### src/rtl/acc_writeback_pkg.sv
// rtl/acc_writeback_pkg.sv - shared state encoding and width defaults for the row-sum writeback
package acc_writeback_pkg;

   localparam int ADDR_W_DEF = 11;
   localparam int DATA_W_DEF = 64;

   typedef enum logic [1:0] {
      ST_IDLE  = 2'd0,
      ST_RUN   = 2'd1,
      ST_FLUSH = 2'd2,
      ST_DONE  = 2'd3
   } wb_state_e;

endpackage

### src/rtl/acc_writeback_acc_unit.sv
// rtl/acc_writeback_acc_unit.sv - modulo 2^DATA_W accumulator with clear, add and carry-out
module acc_unit
   import acc_writeback_pkg::*;
#(
   parameter int DATA_W = DATA_W_DEF
) (
   input  logic              clk,
   input  logic              reset,
   input  logic              clr,
   input  logic              add_en,
   input  logic [DATA_W-1:0] din,
   output logic [DATA_W-1:0] sum,
   output logic              carry
);

   logic [DATA_W-1:0] acc_q;
   logic [DATA_W-1:0] acc_d;
   logic [DATA_W:0]   full_sum;

   // Running sum plus the incoming term; clear wins over add so a row end restarts at zero
   always_comb begin
      full_sum = {1'b0, acc_q} + {1'b0, din};
      sum      = full_sum[DATA_W-1:0];
      carry    = full_sum[DATA_W];
      acc_d    = acc_q;
      if (clr) begin
         acc_d = '0;
      end else if (add_en) begin
         acc_d = full_sum[DATA_W-1:0];
      end
   end

   // Accumulator register
   always_ff @(posedge clk) begin
      if (reset) begin
         acc_q <= '0;
      end else begin
         acc_q <= acc_d;
      end
   end

endmodule

### src/rtl/acc_writeback.sv
// rtl/acc_writeback.sv - sums each row of the product stream and writes row sums to result BRAM
module acc_writeback
   import acc_writeback_pkg::*;
#(
   parameter int ADDR_W = ADDR_W_DEF,
   parameter int DATA_W = DATA_W_DEF
) (
   input  logic              clk,
   input  logic              reset,
   input  logic              start,
   input  logic [ADDR_W-1:0] base_addr,
   input  logic [ADDR_W-1:0] num_rows,
   input  logic              prod_valid,
   input  logic              prod_last,
   input  logic [DATA_W-1:0] prod_in,
   output logic              ena,
   output logic              wea,
   output logic [ADDR_W-1:0] addra,
   output logic [DATA_W-1:0] dina,
   output logic              busy,
   output logic              done,
   output logic              ovf,
   output logic              err_stray
);

   localparam logic [ADDR_W-1:0] ONE = {{(ADDR_W-1){1'b0}}, 1'b1};

   wb_state_e         state_q, state_d;
   logic [ADDR_W-1:0] base_q, base_d;
   logic [ADDR_W-1:0] num_q, num_d;
   logic [ADDR_W-1:0] row_idx_q, row_idx_d;
   logic              ena_q, ena_d;
   logic [ADDR_W-1:0] addra_q, addra_d;
   logic [DATA_W-1:0] dina_q, dina_d;
   logic              busy_q, busy_d;
   logic              done_q, done_d;
   logic              ovf_q, ovf_d;
   logic              err_q, err_d;

   logic              acc_clr;
   logic              acc_add;
   logic [DATA_W-1:0] acc_sum;
   logic              acc_carry;

   acc_unit #(
      .DATA_W (DATA_W)
   ) u_acc (
      .clk    (clk),
      .reset  (reset),
      .clr    (acc_clr),
      .add_en (acc_add),
      .din    (prod_in),
      .sum    (acc_sum),
      .carry  (acc_carry)
   );

   // Next-state, row accounting and write-register load; the output register is the write register,
   // so a row end sampled on one edge drives the BRAM write during the following cycle
   always_comb begin
      state_d   = state_q;
      base_d    = base_q;
      num_d     = num_q;
      row_idx_d = row_idx_q;
      ena_d     = 1'b0;
      addra_d   = addra_q;
      dina_d    = dina_q;
      ovf_d     = ovf_q;
      err_d     = err_q;
      acc_clr   = 1'b0;
      acc_add   = 1'b0;

      case (state_q)
         ST_IDLE: begin
            if (start) begin
               base_d    = base_addr;
               num_d     = num_rows;
               row_idx_d = '0;
               ovf_d     = 1'b0;
               err_d     = 1'b0;
               acc_clr   = 1'b1;
               state_d   = (num_rows == '0) ? ST_DONE : ST_RUN;
            end else if (prod_valid) begin
               err_d = 1'b1;
            end
         end
         ST_RUN: begin
            if (prod_valid) begin
               if (acc_carry) begin
                  ovf_d = 1'b1;
               end
               if (prod_last) begin
                  acc_clr   = 1'b1;
                  ena_d     = 1'b1;
                  addra_d   = base_q + row_idx_q;
                  dina_d    = acc_sum;
                  row_idx_d = row_idx_q + ONE;
                  if (row_idx_q == num_q - ONE) begin
                     state_d = ST_FLUSH;
                  end
               end else begin
                  acc_add = 1'b1;
               end
            end
         end
         ST_FLUSH: begin
            if (prod_valid) begin
               err_d = 1'b1;
            end
            state_d = ST_DONE;
         end
         ST_DONE: begin
            if (prod_valid) begin
               err_d = 1'b1;
            end
            state_d = ST_IDLE;
         end
      endcase

      busy_d = (state_d != ST_IDLE);
      done_d = (state_d == ST_DONE);
   end

   // State and output registers; reset aborts any job and suppresses a pending write
   always_ff @(posedge clk) begin
      if (reset) begin
         state_q   <= ST_IDLE;
         base_q    <= '0;
         num_q     <= '0;
         row_idx_q <= '0;
         ena_q     <= 1'b0;
         addra_q   <= '0;
         dina_q    <= '0;
         busy_q    <= 1'b0;
         done_q    <= 1'b0;
         ovf_q     <= 1'b0;
         err_q     <= 1'b0;
      end else begin
         state_q   <= state_d;
         base_q    <= base_d;
         num_q     <= num_d;
         row_idx_q <= row_idx_d;
         ena_q     <= ena_d;
         addra_q   <= addra_d;
         dina_q    <= dina_d;
         busy_q    <= busy_d;
         done_q    <= done_d;
         ovf_q     <= ovf_d;
         err_q     <= err_d;
      end
   end

   assign ena       = ena_q;
   assign wea       = ena_q;
   assign addra     = addra_q;
   assign dina      = dina_q;
   assign busy      = busy_q;
   assign done      = done_q;
   assign ovf       = ovf_q;
   assign err_stray = err_q;

endmodule

### config.mk
export PLATFORM = sky130hd
export DESIGN_NAME = acc_writeback
export DESIGN_NICKNAME = d
export VERILOG_FILES = /design/src/rtl/acc_writeback_pkg.sv /design/src/rtl/acc_writeback_acc_unit.sv /design/src/rtl/acc_writeback.sv
export SDC_FILE = /design/constraint.sdc
export NUM_CORES = 1
export LEC_CHECK = 0
export ABC_AREA = 1
export ABC_CLOCK_PERIOD_IN_PS = 3900
export BUFFER_PORTS_ARGS = -buffer_cell sky130_fd_sc_hd__clkbuf_2
export CAP_MARGIN = 20
export CORE_ASPECT_RATIO = 1.4
export CORE_UTILIZATION = 35
export DETAILED_ROUTE_END_ITERATION = 8
export MAX_ROUTING_LAYER = met4
export PLACE_DENSITY = 0.59
export SLEW_MARGIN = 5
export SYNTH_ARGS = -nofsm -noshare
export SYNTH_HDL_FRONTEND = slang
export SYNTH_SLANG_ARGS = --single-unit
### constraint.sdc
create_clock -name clk -period 3.9 [get_ports clk]
set_input_delay 0.39 -clock clk [delete_from_list [all_inputs] [get_ports clk]]
set_output_delay 0.39 -clock clk [all_outputs]
set_load 0.01 [all_outputs]
; ---- Word-level counts from Yosys, hierarchy flattened
; Index checks and enable logic that the tools add are counted.
[op_classes]
n_addsub = 4
eq_ne = 9
n_mux = 24
bitwise_logic = 1
n_reduce_logical = 12
[ops]
columns = operator, n
row1 = 64-bit by 64-bit adder with 65-bit output, 1
row2 = 11-bit two-way mux, 3
row3 = 11-bit case mux with 2 select lines, 1
row4 = 11-bit by 1-bit adder with 11-bit output (second input constant), 1
row5 = 11-bit adder, 1
row6 = 11-bit == test, 1
row7 = 11-bit logical NOT, 1
row8 = 1-bit two-way mux, 11
row9 = 11-bit by 1-bit subtractor with 11-bit output (second input constant), 1
row10 = 2-bit two-way mux, 5
row11 = 2-bit case mux with 4 select lines, 1
row12 = 4-bit AND reduction, 2
row13 = 2-bit == test (second input constant), 3
row14 = 2-bit != test (second input constant), 3
row15 = 1-bit case mux with 2 select lines, 3
row16 = 2-bit nonzero test, 3
row17 = 2-bit OR reduction, 3
row18 = 3-bit AND reduction, 1
row19 = 2-bit by 1-bit == test with 1-bit output (second input constant), 1
row20 = 2-bit logical NOT, 1
row21 = 2-bit by 1-bit != test with 1-bit output (second input constant), 1
row22 = 2-bit AND reduction, 1
row23 = 1-bit inverter, 1
[totals]
register_bits = 179
input_bits = 91
out_inout_bits = 81

; ---- Logic depth before layout (Yosys ltp)
[depth]
word_depth = 7
mapped_depth = 17
ltp_nobuf = 17

; ---- Modules after synthesis
; Synthesis repeated with hierarchy kept, for this count alone.
[hier_totals]
cells_unflattened = 2352
hier_area_um2 = 13551.7
[by_module_without_submodules]
columns = module, n_inst, cells_each, area_per_inst_um2, seq_area_each_um2
row1 = acc_unit, 1, 1662, 8475.6, 1281.2
row2 = acc_writeback, 1, 690, 5076.1, 2302.2

; ---- Least setup slack after synthesis
; No wires, ideal clock.
[synth_timing]
path_type = input to register
startpoint = input prod_in[0]
endpoint = register dina_q[60] (netlist: dina[60])
setup_ns = 0.109
arrival_time_ns = 1.902
required_ns = 3.791
path_slack_ns = 1.889
stages = 16
path_buffers = 0
cell_sequence = ha_1 -> fa_1 -> nand2_1 -> nand3_1 -> nand3_1 -> nand2_2 -> nand2_1 -> nand2_2 -> nand2_1 -> nand2_2 -> nand2_1 -> nand2_1 -> nand2_1 -> nand3_1 -> nand2_1 -> inv_1
[synth_between]
elab_chain_len = 1
[synth_rtl]
columns = element, line_no
row1 = "start, declared", acc_writeback.sv:15  ; input logic [DATA_W-1:0] prod_in,
row2 = 64-bit by 64-bit adder with 65-bit output, acc_writeback_acc_unit.sv:22  ; full_sum = {1'b0, acc_q} + {1'b0, din};
row3 = "end signal, assigned", acc_writeback.sv:144  ; dina_q <= dina_d;
row4 = "end, declared", acc_writeback.sv:34  ; logic [DATA_W-1:0] dina_q, dina_d;
; No other way between the ends.
; A chain may end at the register's enable or synchronous reset.

; ---- Final worst setup path
[layout_timing]
startpoint = register u_acc.acc_q[38]
endpoint = register dina_q[49] (netlist: dina[49])
[layout_between]
elab_chain_len = 1
[layout_rtl]
columns = element, line_no
row1 = "start, declared", acc_writeback_acc_unit.sv:16  ; logic [DATA_W-1:0] acc_q;
row2 = "start signal, assigned", acc_writeback_acc_unit.sv:36  ; acc_q <= '0;
row3 = "start signal, assigned", acc_writeback_acc_unit.sv:38  ; acc_q <= acc_d;
row4 = 64-bit by 64-bit adder with 65-bit output, acc_writeback_acc_unit.sv:22
; No other way between the ends.

==> flow_metrics.env <==
export IMPL_cp_max_fo=5
export IMPL_whs_endpoint="base_q[7]$_SDFFE_PP0P_"
export IMPL_die_width_um=170
export IMPL_start_util=0.358
export IMPL_design_area_sq_um=15900
export IMPL_via_per_inst=4.64
export IMPL_cts_tree="built"
export IMPL_drv_slew=0
export IMPL_port_buffers=171
export IMPL_power_leakage_nw=9.39
export IMPL_critPathKind="reg -> reg"
export IMPL_cp_buffers_inverters=2
export IMPL_num_fill_cells=4380
export IMPL_num_antenna_cells=0
export IMPL_final_nets=2763
export IMPL_p_int_mw=3.20
export IMPL_cts_hold_buf=0
export IMPL_crit_top_cell="nand2_1"
export IMPL_ioPinCount=172
export IMPL_fmax_ghz=0.394
export IMPL_clk_pin_slew_ns=0.09
export IMPL_grt_max_degree=104
export IMPL_cts_setup_buffers=0
export IMPL_fin_crit_sh=0.651
export IMPL_critPathMaxStageDelay_ns=0.38
export IMPL_syn_area_sq_um=13900
export IMPL_cts_sinks=179
export IMPL_slew_headroom=0.437
export IMPL_clock_power_share=0.399
export IMPL_hold_path_startpoint="base_addr[7]"
export IMPL_cpMaxStageDelayCell="ha_1"
export IMPL_grt_overflow=0
export IMPL_rows=85
export IMPL_peakVddDrop_mv=0.220
export IMPL_clockRootBuffer="clkbuf_16"
export IMPL_syn_to_final_growth_pct=14.6
export IMPL_finalCriticalPeriod_ns=2.54
export IMPL_grt_pass1_vias=14000
export IMPL_num_vias=14500
export IMPL_gpl_final_weighted_congestion=0.989
export IMPL_drt_total_wl_mm=48.4
export IMPL_path_delay_family="simple AND/OR/NAND/NOR gates"
export IMPL_rsz0062_at_grt="no"
export IMPL_antenna_found_initial=0
export IMPL_gr_usage_all_layers=0.252
export IMPL_required_ns=4.27
export IMPL_power_total_mw=4.80
export IMPL_layout_setup_ws_ns=1.36
export IMPL_insertion_delay_ns=0.47
export IMPL_ys_types=41
export IMPL_pwr_share_seq=0.409
export IMPL_setup_tns_final_ns=0
export IMPL_r2r_end="dina[49]$_SDFFE_PP0P_"
export IMPL_min_path_cells=3
export IMPL_synth_nets=2615
export IMPL_place_ws_ns=1.20
export IMPL_drt_iter0_drc=912
export IMPL_setup_viol=0
export IMPL_synthCells=2446
export IMPL_status="completed"
export IMPL_grt_pass1_wl_mm=75.3
export IMPL_worst_setup_path_start_kind="flip-flop"
export IMPL_drive_gt1_frac=0.108
export IMPL_seq_area_frac_synth=0.259
export IMPL_hold_viol=0
export IMPL_drtPass1Iterations=7
export IMPL_swShare=0.333
export IMPL_timing_rr_start="u_acc.acc_q[38]$_SDFFE_PP0P_"
export IMPL_crit_chain="ha_1 -> nand2_1 -> inv_1 -> nand2_1 -> nor3_1 -> nand2_1 -> nor2_1 -> nand2_1 -> nand3_1 -> nand3_1 -> nand2_1 -> inv_1"
export IMPL_cts_max_level=4
export IMPL_cts_buffers=17
export IMPL_r2r_setup_slack_ns=1.36
export IMPL_yosys_warnings=0
export IMPL_coreArea_sq_um=38700
export IMPL_ant_nets=0
export IMPL_comb_power_share=0.192
export IMPL_synth_avg_cell_area_sq_um=5.67
export IMPL_hold_path_class="in -> reg"
export IMPL_finClkSkew_ns=0.0206
export IMPL_power_density_nw_per_um2=302
export IMPL_route_detailed_drc=0
export IMPL_place_hpwl_mm=39.6
export IMPL_reg2reg_depth=12
export IMPL_dpl_cell_area_sq_um=15200
export IMPL_wl_per_cell_um=15.5
export IMPL_netSwitchingPower_mw=1.60
export IMPL_final_cells=3129
export IMPL_cp_end_kind="flip-flop"
export IMPL_die_area_sq_um=40400
export IMPL_drv_cap=0
export IMPL_cts_path_max_buffers=2
export IMPL_dp_cells=3097
export IMPL_ctsResizeCount=0
export IMPL_die_h_um=237
export IMPL_worstMarginPinSlew_ns=0.845
export IMPL_cp_data_arrival_time_ns=2.90
export IMPL_synth_seq_cells=179
tightest hold or removal path, cell delays in order:
cell and delay (ns):
clkbuf_2 0.07, o21ai_0 0.07, nor2_1 0.08
synthesized netlist by cell type (all sizes together):
| master | instances | share of area |
|---|---|---|
| fa | 2 | 0.0029 |
| o211ai | 8 | 0.0043 |
| nand3b | 11 | 0.0060 |
| nor4 | 7 | 0.0036 |
| nand3 | 156 | 0.057 |
| a31oi | 1 | 0.00045 |
| a211oi | 4 | 0.0022 |
| nor2 | 400 | 0.11 |
| dfxtp | 179 | 0.26 |
| nor3 | 30 | 0.015 |
| o21ai | 94 | 0.034 |
| a21o | 3 | 0.0016 |
| nand4 | 13 | 0.0063 |
| and2 | 4 | 0.0018 |
| xnor2 | 6 | 0.0038 |
| clkinv | 3 | 0.00081 |
| nand2 | 774 | 0.22 |
| xor2 | 28 | 0.018 |
| ha | 76 | 0.069 |
| or2 | 3 | 0.0014 |
| o21bai | 2 | 0.0011 |
| a21oi | 85 | 0.031 |
| buf | 25 | 0.0088 |
| clkbuf | 26 | 0.0070 |
| inv | 504 | 0.14 |
| o221ai | 2 | 0.0013 |
worst max path at each step:
stage | to | from | slack (ns) | cells past startpoint
6_report | dina[49]$_SDFFE_PP0P_ | u_acc.acc_q[38]$_SDFFE_PP0P_ | 1.36 | 12
3_3_place_gp | dina[49]$_SDFFE_PP0P_ | prod_in[38] | 1.19 | 13
2_1_floorplan | dina[60]$_SDFFE_PP0P_ | prod_in[0] | 1.89 | 16
5_1_grt | dina[50]$_SDFFE_PP0P_ | u_acc.acc_q[0]$_SDFFE_PP0P_ | 1.19 | 14
3_5_place_dp | dina[50]$_SDFFE_PP0P_ | prod_in[0] | 1.20 | 15
4_1_cts | dina[50]$_SDFFE_PP0P_ | u_acc.acc_q[0]$_SDFFE_PP0P_ | 1.38 | 14
per-layer routing:
| layer | vias to the layer above | track usage | wire length, um |
|---|---|---|---|
| met2 | 321 | 0.442 | 24100 |
| met1 | 6449 | 0.295 | 21100 |
| met3 | 81 | 0.0241 | 1730 |
| met5 | - | - | 0 |
| met4 | 0 | 0.0961 | 1600 |
| li1 | 7667 | - | - |
state kept, by name, indices dropped and copies added, names as in the netlist:
name and count:
ena 1, err_stray 1, base_q 11, addra 11, done 1, state_q 2, row_idx_q 11, busy 1
dina 64, num_q 11, ovf 1, u_acc.acc_q 64
metrics by stage:
| stage | hold WS (ns) | utilization |
|---|---|---|
| after floorplan | 0.445 | - |
| after global placement | 0.446 | 0.394 |
| after detailed placement | 0.457 | 0.394 |
| after CTS | 0.154 | 0.410 |
| after global routing | 0.196 | 0.410 |
| final | 0.165 | 0.410 |
cell usage in the layout, fill, tap and decap left out, types with 3 or more instances in the layout:
cell type / synthesis / routed
clkbuf_16: 0 / 17
nor3_2: 7 / 6
nand2_1: 748 / 748
clkinv_1: 3 / 3
o21ai_0: 91 / 91
nand2_4: 3 / 3
a211oi_1: 4 / 4
clkinv_8: 0 / 5
and2_1: 4 / 4
nand3_1: 154 / 154
inv_6: 0 / 3
nand2_2: 23 / 23
inv_8: 0 / 3
nor2_2: 18 / 17
nor4_1: 6 / 6
inv_1: 494 / 494
o21ai_1: 3 / 3
nand4_1: 12 / 12
inv_2: 9 / 9
nor3_1: 21 / 21
clkbuf_2: 0 / 171
xnor2_1: 6 / 6
nor2_1: 379 / 379
nand3b_1: 11 / 11
ha_1: 76 / 76
a21o_1: 3 / 3
xor2_1: 28 / 28
a21oi_1: 85 / 85
o211ai_1: 8 / 8
nor2_4: 3 / 4
dfxtp_1: 179 / 179
nor3_4: 2 / 3
buf_4: 1 / 8
cell families after synthesis:
group,Yosys count,synth area share
simple gates,1398,0.420
buf+inv,558,0.153
compound gates,199,0.0755
flops,179,0.259
fa+ha+maj,78,0.0715
xor+xnor,34,0.0215
final cells by class:
cell class              count  area, sq um  area share
clock buffers              18          429      0.0270
flip-flops and latches    179         3580       0.226
clock inverters            14          210      0.0132
multi-input cells        1709         8160       0.514
repair buffers            180          936      0.0589
inverters                 507         1910       0.120
well taps                 522          653      0.0411
power by group through the flow:
stage	logic, mW	clock network, mW	registers, mW
2_1_floorplan	0.606	0	2.00
3_3_place_gp	0.913	0	2.00
3_5_place_dp	0.920	0	2.00
4_1_cts	0.925	1.97	1.96
5_1_grt	1.04	2.03	1.97
6_report	0.919	1.92	1.96
Note: power is estimated with default switching activity, not from simulation.
